**src/rtl/bounce_generator.sv**
```systemverilog
// bounce_generator: emulates a bouncing switch; chatters for BOUNCE_TICKS ticks after each change of clean_in, then settles (BOUNCE_GEN_LFSR_EN selects LFSR chatter; ports: clk, rst, tick, clean_in -> bouncy_out, busy)
module bounce_generator #(
  parameter int BOUNCE_TICKS = 10,
  parameter logic [15:0] LFSR_SEED = 16'hACE1
) (
  input  logic clk,
  input  logic rst,
  input  logic tick,
  input  logic clean_in,
  output logic bouncy_out,
  output logic busy
);
  localparam int CW = $clog2(BOUNCE_TICKS) + 1;
  localparam logic [1:0] S_STABLE_0 = 2'd0, S_BOUNCE_TO_1 = 2'd1, S_STABLE_1 = 2'd2, S_BOUNCE_TO_0 = 2'd3;
  logic [1:0] state;
  logic [CW-1:0] cnt;
  logic s_new1, s_new0, s_cur;
  assign busy = state[0];
`ifdef BOUNCE_GEN_LFSR_EN
  logic [15:0] lfsr;
  always_ff @(posedge clk)
    if (rst) lfsr <= LFSR_SEED;
    else if (tick) lfsr <= {1'b0, lfsr[15:1]} ^ (lfsr[0] ? 16'hB400 : 16'h0000);
  always_comb begin
    s_new1 = lfsr[0];
    s_new0 = lfsr[0];
    s_cur = lfsr[0];
  end
`else
  logic unused_seed;
  assign unused_seed = ^LFSR_SEED;
  always_comb begin
    s_new1 = 1'b1;
    s_new0 = 1'b0;
    s_cur = ~state[1] ^ cnt[0];
  end
`endif
  always_ff @(posedge clk)
    if (rst) begin
      state <= S_STABLE_0;
      cnt <= '0;
      bouncy_out <= 1'b0;
    end else if (tick) begin
      case (state)
        S_STABLE_0:
          if (clean_in) begin
            state <= S_BOUNCE_TO_1;
            cnt <= CW'(1);
            bouncy_out <= s_new1;
          end else bouncy_out <= 1'b0;
        S_STABLE_1:
          if (!clean_in) begin
            state <= S_BOUNCE_TO_0;
            cnt <= CW'(1);
            bouncy_out <= s_new0;
          end else bouncy_out <= 1'b1;
        S_BOUNCE_TO_1:
          if (!clean_in) begin
            state <= S_BOUNCE_TO_0;
            cnt <= CW'(1);
            bouncy_out <= s_new0;
          end else if (cnt == CW'(BOUNCE_TICKS)) begin
            state <= S_STABLE_1;
            bouncy_out <= 1'b1;
          end else begin
            bouncy_out <= s_cur;
            cnt <= cnt + 1'b1;
          end
        S_BOUNCE_TO_0:
          if (clean_in) begin
            state <= S_BOUNCE_TO_1;
            cnt <= CW'(1);
            bouncy_out <= s_new1;
          end else if (cnt == CW'(BOUNCE_TICKS)) begin
            state <= S_STABLE_0;
            bouncy_out <= 1'b0;
          end else begin
            bouncy_out <= s_cur;
            cnt <= cnt + 1'b1;
          end
        default: begin
          state <= S_STABLE_0;
          bouncy_out <= 1'b0;
        end
      endcase
    end
endmodule
```
**config.mk**
```make
export PLATFORM = sky130hd
export DESIGN_NAME = bounce_generator
export DESIGN_NICKNAME = d
export VERILOG_FILES = /design/src/rtl/bounce_generator.sv
export SDC_FILE = /design/constraint.sdc
export NUM_CORES = 1
export LEC_CHECK = 0
export CORE_AREA = 8 8 45 47
export DETAILED_ROUTE_END_ITERATION = 12
export DIE_AREA = 0 0 53 55
export PLACE_DENSITY = 0.6
export SLEW_MARGIN = 15
export SYNTH_ARGS = -nofsm -noshare
export SYNTH_HDL_FRONTEND = slang
export SYNTH_SLANG_ARGS = --single-unit
export TNS_END_PERCENT = 20
```
**constraint.sdc**
```tcl
create_clock -name clk -period 2.4 [get_ports clk]
set_input_delay 0.24 -clock clk [delete_from_list [all_inputs] [get_ports clk]]
set_output_delay 0.24 -clock clk [all_outputs]
set_load 0.05 [all_outputs]
```
# Yosys cells after proc, flatten, opt, wreduce, memory -nomap -nowiden
# Cells that the tools add are included.
[classes]
n_bitwise = 2
reduce_logical = 4
mux = 19
add_sub_neg = 1
n_eq_ne = 8
[op_table]
columns = ["op", "n"]
rows = [
  ["$mux W5", 5],
  ["$pmux W5 S4", 1],
  ["$mux W2", 6],
  ["$pmux W2 S4", 1],
  ["$ne A3 B3 Y1 const B", 2],
  ["$add A5 B1 Y5 const B", 1],
  ["$eq A5 B4 Y1 const B", 1],
  ["$mux W1", 5],
  ["$reduce_and A5 Y1", 1],
  ["$eq A2 B2 Y1 const B", 2],
  ["$ne A2 B2 Y1 const B", 2],
  ["$pmux W1 S3", 1],
  ["$reduce_and A3 Y1", 1],
  ["$eq A2 B1 Y1 const B", 1],
  ["$logic_not A2 Y1", 1],
  ["$reduce_or A2 Y1", 1],
  ["$not A1 Y1", 1],
  ["$xor A1 B1 Y1", 1],
]
[word_totals]
in_bits = 4
out_inout_bits = 2
ff_bits = 8

# Depth between registers and ports, before layout
# Gate-level depths: netlist (run 1).
[depth]
depth_word = 5
ltp_mapped = 6
depth_no_buf = 6

# Worst setup path after synthesis (run 1)
# Ideal clock, no wire load.
[synth_timing]
path_kind = "reg-to-reg"
from = "register state[0]"
to = "register cnt[3]"
t_required_ns = 2.330
setup_ns = 0.070
path_slack_ns = 0.320
stages_incl_launch_ff = 7
arrival_ns = 2.010
path_cell_list = "dfxtp_1 > inv_1 > ha_1 > mux2i_4 > nand2_4 > or4_1 > a21oi_1"
[synth_between]
elab_chain_cells = 3
[synth_rtl]
columns = ["element", "line_no", "source"]
rows = [
  ["start: declaration", "15", "logic [1:0] state;"],
  ["start signal: assignment", "40", "state <= S_STABLE_0;"],
  ["start signal: assignment", "47", "state <= S_BOUNCE_TO_1;"],
  ["start signal: assignment", "53", "state <= S_BOUNCE_TO_0;"],
  ["$eq A2 B2 Y1 or $logic_not A2 Y1 (tied branches)", "44", "case (state)"],
  ["$ne A2 B2 Y1 (no source line)", "--", ""],
  ["$reduce_and A3 Y1 (no source line)", "--", ""],
  ["end signal: assignment", "67", "cnt <= cnt + 1'b1;"],
  ["end signal: assignment", "79", "cnt <= cnt + 1'b1;"],
  ["end: declaration", "16", "logic [CW-1:0] cnt;"],
]
# Parallel ways exist; a longest one is shown, timed or not.
# A chain may end at the register's enable or synchronous reset.

# Worst setup path after layout (run 1)
[layout_timing]
from = "input clean_in"
to = "register cnt[3]"
[layout_between]
elab_chain_cells = 2
[layout_rtl]
columns = ["element", "line_no", "source"]
rows = [
  ["start: declaration", "9", "input logic clean_in,"],
  ["$mux W5 (tied with other cells)", "70", "if (clean_in) begin"],
  ["$pmux W5 S4 or $reduce_and A3 Y1 (tied branches)", "--", ""],
]
# Parallel ways exist; a longest one is shown, timed or not.

==> results.sh, run 1 <==
export IMPL_outcome="completed"
export IMPL_power_frac_comb_pct=28.5
export IMPL_wl_um=1080
export IMPL_arrival_ns=2.05
export IMPL_seq_power_share_pct=42.4
export IMPL_r2r_start="state[1]$_SDFFE_PP0P_"
export IMPL_path_depth=5
export IMPL_synthArstFlopShare_pct=0
export IMPL_areaGrowthSynthToFinish_pct=12.6
export IMPL_cts_resized=0
export IMPL_antennaDiodeCount=0
export IMPL_grt_pass1_vias=436
export IMPL_finalPower_uw=350
export IMPL_crit_type="in -> reg"
export IMPL_multi_input_comb_area_sq_um=378
export IMPL_ys_seq_elements=8
export IMPL_cts_sinks=8
export IMPL_pin_count=6
export IMPL_routedWlPerCell_um=12.8
export IMPL_slowest_delay_ns=0.65
export IMPL_max_slew_worst_pin_slew_ns=0.496
export IMPL_post_route_period_util_pct=78.0
export IMPL_syn_area_sq_um=577
export IMPL_clock_skew_final_ns=0.00595
export IMPL_synth_cell_types=30
export IMPL_htree_levels=1
export IMPL_crit_family="buffers and inverters"
export IMPL_drive_gt1_share_pct=7.25
export IMPL_p_switching_uw=112
export IMPL_grt_max_degree=9
export IMPL_path_clk_slew_ns=0.06
export IMPL_clock_latency_ns=0.25
export IMPL_dr_pass1_iters=4
export IMPL_io_buffers=5
export IMPL_seq_area_frac_synth_pct=27.8
export IMPL_die_h_um=55
export IMPL_drt_initial_drc_count=10
export IMPL_worst_path_buf_inv=1
export IMPL_ir_worst_vdd_uv=308
export IMPL_synth_edf_count=0
export IMPL_antenna_left=0
export IMPL_crit_chain="clkdlybuf4s50_1 > mux2i_4 > nand2_4 > or4_1 > a21oi_1"
export IMPL_synth_fp_nets=75
export IMPL_regToRegEndpoint="cnt[3]$_SDFFE_PP0P_"
export IMPL_whs_endpoint="cnt[3]$_SDFFE_PP0P_"
export IMPL_ctsHoldBuffers=0
export IMPL_cts_root_buf="clkbuf_4"
export IMPL_setup_viol=0
export IMPL_cp_start_kind="primary input"
export IMPL_yosysWarnings=0
export IMPL_cts_setup_buffers=0
export IMPL_cts_made_buffers=3
export IMPL_fmax_mhz=534
export IMPL_whs_path_depth=2
export IMPL_dp_hpwl_um=836
export IMPL_placementRows=14
export IMPL_seqCellArea_sq_um=160
export IMPL_slew_violations=0
export IMPL_cap_violations=0
export IMPL_cp_end_kind="register"
export IMPL_p_clk_share_pct=29.1
export IMPL_finalCriticalPeriod_ns=1.87
export IMPL_hold_violations=0
export IMPL_track_usage_pct=8.31
export IMPL_r2r_setup_slack_ns=0.54
export IMPL_final_setup_tns_ns=0
export IMPL_p_int_uw=239
export IMPL_clock_path_buffers=2
export IMPL_min_from="cnt[3]$_SDFFE_PP0P_"
export IMPL_place_gp_congestion=0.827
export IMPL_synth_avg_cell_area_sq_um=9.01
export IMPL_fillerInstances=144
export IMPL_grt_overflow_total=0
export IMPL_swShare_pct=31.9
export IMPL_path_max_fanout=8
export IMPL_crit_required_ns=2.58
export IMPL_r2r_cells=6
export IMPL_final_nets=82
export IMPL_via_count=448
export IMPL_core_area_sq_mm=0.00138
export IMPL_grt_first_pass_wirelength_um=1780
export IMPL_start_util_pct=41.7
export IMPL_powerDensity_mw_per_mm2=540
export IMPL_p_leak_nw=0.272
export IMPL_antenna_found_initial=0
export IMPL_cts_tree="built"
export IMPL_hold_class="reg -> reg"
export IMPL_dominantRegCellSynth="dfxtp_1"
export IMPL_rsz0062_at_grt="no"
export IMPL_fp_dieW_um=53
export IMPL_cpMaxStageDelayCell="clkdlybuf4s50_1"
export IMPL_syn_inst=64
export IMPL_avgViaCountPerCell=5.27
export IMPL_drc=0
export IMPL_dieArea_sq_mm=0.00292
export IMPL_max_slew_margin_pct=66.9
## through the flow
step                hold slack [ns]  area [sq um]  utilization [%]  cells  setup WS, ns
global placement              0.492           627             45.3     82         0.298
floorplan                     0.461           577                -     64         0.320
CTS                           0.519           649             46.9     85         0.519
finish                        0.529           649             46.9     85         0.528
detailed placement            0.509           627             45.3     82         0.252
global route                  0.561           649             46.9     85         0.397
## per-layer routing
metal / GRT usage [%] / wire length, um / up-vias
met1: 8.07 / 500 / 201
li1: - / - / 240
met3: 5.08 / 76 / 0
met4: 2.59 / 0 / 0
met2: 14.5 / 507 / 7
met5: 0 / 0 / -
## worst max path at each step
stage                          start  slack [ns]               endpoint
2_1_floorplan  state[0]$_SDFFE_PP0P_        0.32    cnt[3]$_SDFFE_PP0P_
3_3_place_gp                clean_in        0.30    cnt[3]$_SDFFE_PP0P_
3_5_place_dp                clean_in        0.25    cnt[3]$_SDFFE_PP0P_
4_1_cts        state[1]$_SDFFE_PP0P_        0.52    cnt[3]$_SDFFE_PP0P_
5_1_grt        state[1]$_SDFFE_PP0P_        0.40  state[0]$_SDFFE_PP0P_
6_report                    clean_in        0.53    cnt[3]$_SDFFE_PP0P_
## cell usage in the layout, fill, tap and decap left out, types with 2 or more instances in the layout
cell and n:
mux2i_1 3, nor2_1 6, inv_1 5, nand3_1 3
nor3_1 2, clkdlybuf4s50_1 5, dfxtp_1 8, o211ai_1 2
xor2_1 3, o21ai_0 4, clkbuf_4 3, a21oi_1 2
ha_1 7
## state kept, by name, summed over array words and instances (netlist names)
register and count:
state 2, cnt 5, bouncy_out 1
## final cells by class
cell class | count | area share [%]
clock buffer | 3 | 3.47
timing repair buffer | 5 | 7.71
inverter | 5 | 2.89
multi-input combinational | 48 | 58.2
sequential | 8 | 24.7
tap | 16 | 3.08
## logic make-up after synthesis
| logic type | share of synthesized area [%] |
|---|---|
| buffers and inverters | 6.72 |
| adders and majority gates | 15.2 |
| DFF | 27.8 |
| xor gates and xnor gates | 4.56 |
| and+or+nand+nor | 20.2 |
| muxes | 9.11 |
| AOI/OAI and AO/OA | 16.5 |
## worst reg2reg max path, cell delays in order, from the launching register on
cell and delay [ns]:
dfxtp_1 0.43, inv_1 0.11, ha_1 0.22, mux2i_4 0.25
nand2_4 0.10, or4_1 0.51, a21oi_1 0.16
## synth_stat cells, drive strengths merged (2+ instances only)
cell type,n,area share (%)
xor2,3,4.6
mux2i,4,9.1
o211ai,2,2.6
nand2,2,2.6
buf,2,2.6
nor3,2,1.7
o21ai,4,3.5
nand3,3,2.6
dfxtp,8,28
a21oi,2,1.7
nor2,6,3.9
inv,5,3.3
ha,7,15
## power by group through the flow
stage	clock network (mW)	registers (mW)	logic [mW]
final	0.102	0.149	0.0999
after global routing	0.111	0.150	0.110
after CTS	0.108	0.149	0.101
after detailed placement	0	0.152	0.101
after global placement	0	0.152	0.101
after floorplan	0	0.163	0.0659
Note: power is estimated with default switching activity, not from simulation.
==> run 2: changes to the inputs <==
Settings changed: PLACE_DENSITY 0.6 to 0.62.
Clock period 2.4 ns to 1.52 ns, I/O delays scaled along.
==> run 2 against run 1 <==
  * Clock power up 70%
  * Count of clock-buffer cells in the layout up 1
  * Total power up 86%
  * Setup slack worse by 0.51 ns
  * Largest power group is now combinational logic
  * Via count up 17%
  * Utilization up 15 points
  * Highest routed layer is now met4
  * Routed wire length up 17%
  * Combinational power up 140%
  * Sequential share of layout area down 5.1 points
  * Hold slack worse by 0.011 ns
  * Critical path depth unchanged
==> results.sh, run 2 (synthesized netlist as in run 1, its figures left out) <==
export IMPL_powerDensity_mw_per_mm2=768
export IMPL_cts_sinks=8
export IMPL_top_register="cnt"
export IMPL_placed_cells=97
export IMPL_cpMaxStageDelayCell="or4_1"
export IMPL_grt_first_pass_wirelength_um=2050
export IMPL_clock_path_buffers=2
export IMPL_fmax_mhz=666
export IMPL_clock_latency_ns=0.25
export IMPL_r2r_cells=5
export IMPL_cts_tree="built"
export IMPL_crit_type="reg -> reg"
export IMPL_routedWlPerCell_um=12.3
export IMPL_core_area_sq_mm=0.00138
export IMPL_htree_levels=1
export IMPL_layout_commonest_cell="buf_4"
export IMPL_max_slew_worst_pin_slew_ns=0.524
export IMPL_post_route_period_util_pct=98.8
export IMPL_finalCriticalPeriod_ns=1.50
export IMPL_crit_family="simple AND/OR/NAND/NOR gates"
export IMPL_slew_violations=0
export IMPL_path_clk_slew_ns=0.05
export IMPL_placementRows=14
export IMPL_largest_register_ff_count=5
export IMPL_cp_start_kind="register"
export IMPL_hold_class="reg -> reg"
export IMPL_slowest_delay_ns=0.46
export IMPL_worst_path_buf_inv=1
export IMPL_p_leak_nw=0.366
export IMPL_final_util_pct=61.5
export IMPL_r2r_start="state[0]$_SDFFE_PP0P_"
export IMPL_place_gp_congestion=0.827
export IMPL_pin_count=6
export IMPL_antennaDiodeCount=0
export IMPL_cts_root_buf="clkbuf_4"
export IMPL_io_buffers=5
export IMPL_cp_end_kind="register"
export IMPL_crit_chain="ha_1 > mux2i_2 > buf_4 > or4_1 > a21oi_1"
export IMPL_dieArea_sq_mm=0.00292
export IMPL_clock_skew_final_ns=0.00141
export IMPL_final_cells=103
export IMPL_via_count=523
export IMPL_setup_viol=0
export IMPL_outcome="completed"
export IMPL_r2r_setup_slack_ns=0.02
export IMPL_path_depth=5
export IMPL_fin_ws_ns=0.0178
export IMPL_drive_gt1_share_pct=41.4
export IMPL_grt_max_degree=9
export IMPL_final_area_sq_um=851
export IMPL_max_slew_margin_pct=65.0
export IMPL_antenna_left=0
export IMPL_fp_dieW_um=53
export IMPL_drc=0
export IMPL_grt_overflow_total=0
export IMPL_hold_violations=0
export IMPL_die_h_um=55
export IMPL_whs_endpoint="cnt[3]$_SDFFE_PP0P_"
export IMPL_finalPower_uw=653
export IMPL_avgViaCountPerCell=5.08
export IMPL_reg_largest_list="cnt x5, state x2, bouncy_out x1"
export IMPL_post_place_ws_ns=-0.263
export IMPL_drt_initial_drc_count=12
export IMPL_dp_hpwl_um=980
export IMPL_start_util_pct=41.7
export IMPL_ir_worst_vdd_uv=412
export IMPL_areaGrowthSynthToFinish_pct=47.5
export IMPL_path_max_fanout=4
export IMPL_final_nets=99
export IMPL_grt_pass1_vias=499
export IMPL_rsz0062_at_grt="yes"
export IMPL_regToRegEndpoint="cnt[3]$_SDFFE_PP0P_"
export IMPL_whs_path_depth=2
export IMPL_antenna_found_initial=0
export IMPL_wl_um=1270
export IMPL_cap_violations=0
export IMPL_dr_pass1_iters=4
export IMPL_placed_area_sq_um=773
export IMPL_min_from="cnt[3]$_SDFFE_PP0P_"
export IMPL_crit_required_ns=1.70
export IMPL_cts_made_buffers=3
export IMPL_mostFrequentLayoutCells="buf_4 (18), nor2_1 (6), dfxtp_1 (5)"
export IMPL_track_usage_pct=9.59
export IMPL_arrival_ns=1.68
==> run 2: cell count changes in the layout (fill, tap and decap cells not counted), sizes merged <==
cell	change
dlygate4sd2	+1
clkdlybuf4s50	-3
buf	+19
clkbuf	+1
==> run 2: area by class of cell <==
type,instances,area [sq um]
clock buffer,4,26.3
timing repair buffer,22,175
sequential,8,166
inverter,5,23.8
fill,130,533
tap,16,20.0
multi-input combinational,48,439
==> run 2: power breakdown <==
group | total, mW | switching [mW] | internal, mW
sequential | 0.239 | 0.0151 | 0.224
clock | 0.173 | 0.0724 | 0.100
combinational | 0.242 | 0.120 | 0.121
total | 0.653 | 0.208 | 0.445
==> run 2: per-stage QoR <==
step	TNS, ns	hold WS (ns)
after floorplan	-0.0308	0.432
after global placement	-1.32	0.497
after detailed placement	-1.50	0.503
after CTS	0	0.511
after global routing	-0.145	0.552
final	0	0.518
==> run 2: worst max-delay path by stage <==
stage,to,from
2_1_floorplan,state[0]$_SDFFE_PP0P_,state[0]$_SDFFE_PP0P_
3_3_place_gp,state[0]$_SDFFE_PP0P_,clean_in
3_5_place_dp,state[0]$_SDFFE_PP0P_,clean_in
4_1_cts,state[0]$_SDFFE_PP0P_,state[1]$_SDFFE_PP0P_
5_1_grt,state[0]$_SDFFE_PP0P_,state[0]$_SDFFE_PP0P_
6_report,cnt[3]$_SDFFE_PP0P_,state[0]$_SDFFE_PP0P_
==> run 2: per-layer routing <==
metal / wire length, um / track usage, % / up-vias
met3: 67 / 5.08 / 2
met2: 647 / 15.4 / 7
met1: 549 / 10.4 / 241
met4: 7 / 3.88 / 0
li1: - / - / 273
met5: 0 / 0 / -
==> run 2: timing repair <==
item | in CTS | in global routing
hold buffers | 0 | 0
pin swaps | 0 | 4
cloned | 0 | 0
resized for setup | 3 | 8
endpoints found under the setup margin | 3 | 6
setup buffers | 0 | 2
==> run 2: worst register-to-register path, cell delays in order (launching register included) <==
cell,delay (ns)
dfxtp_4,0.39
ha_1,0.20
mux2i_2,0.09
buf_4,0.15
or4_1,0.46
a21oi_1,0.13
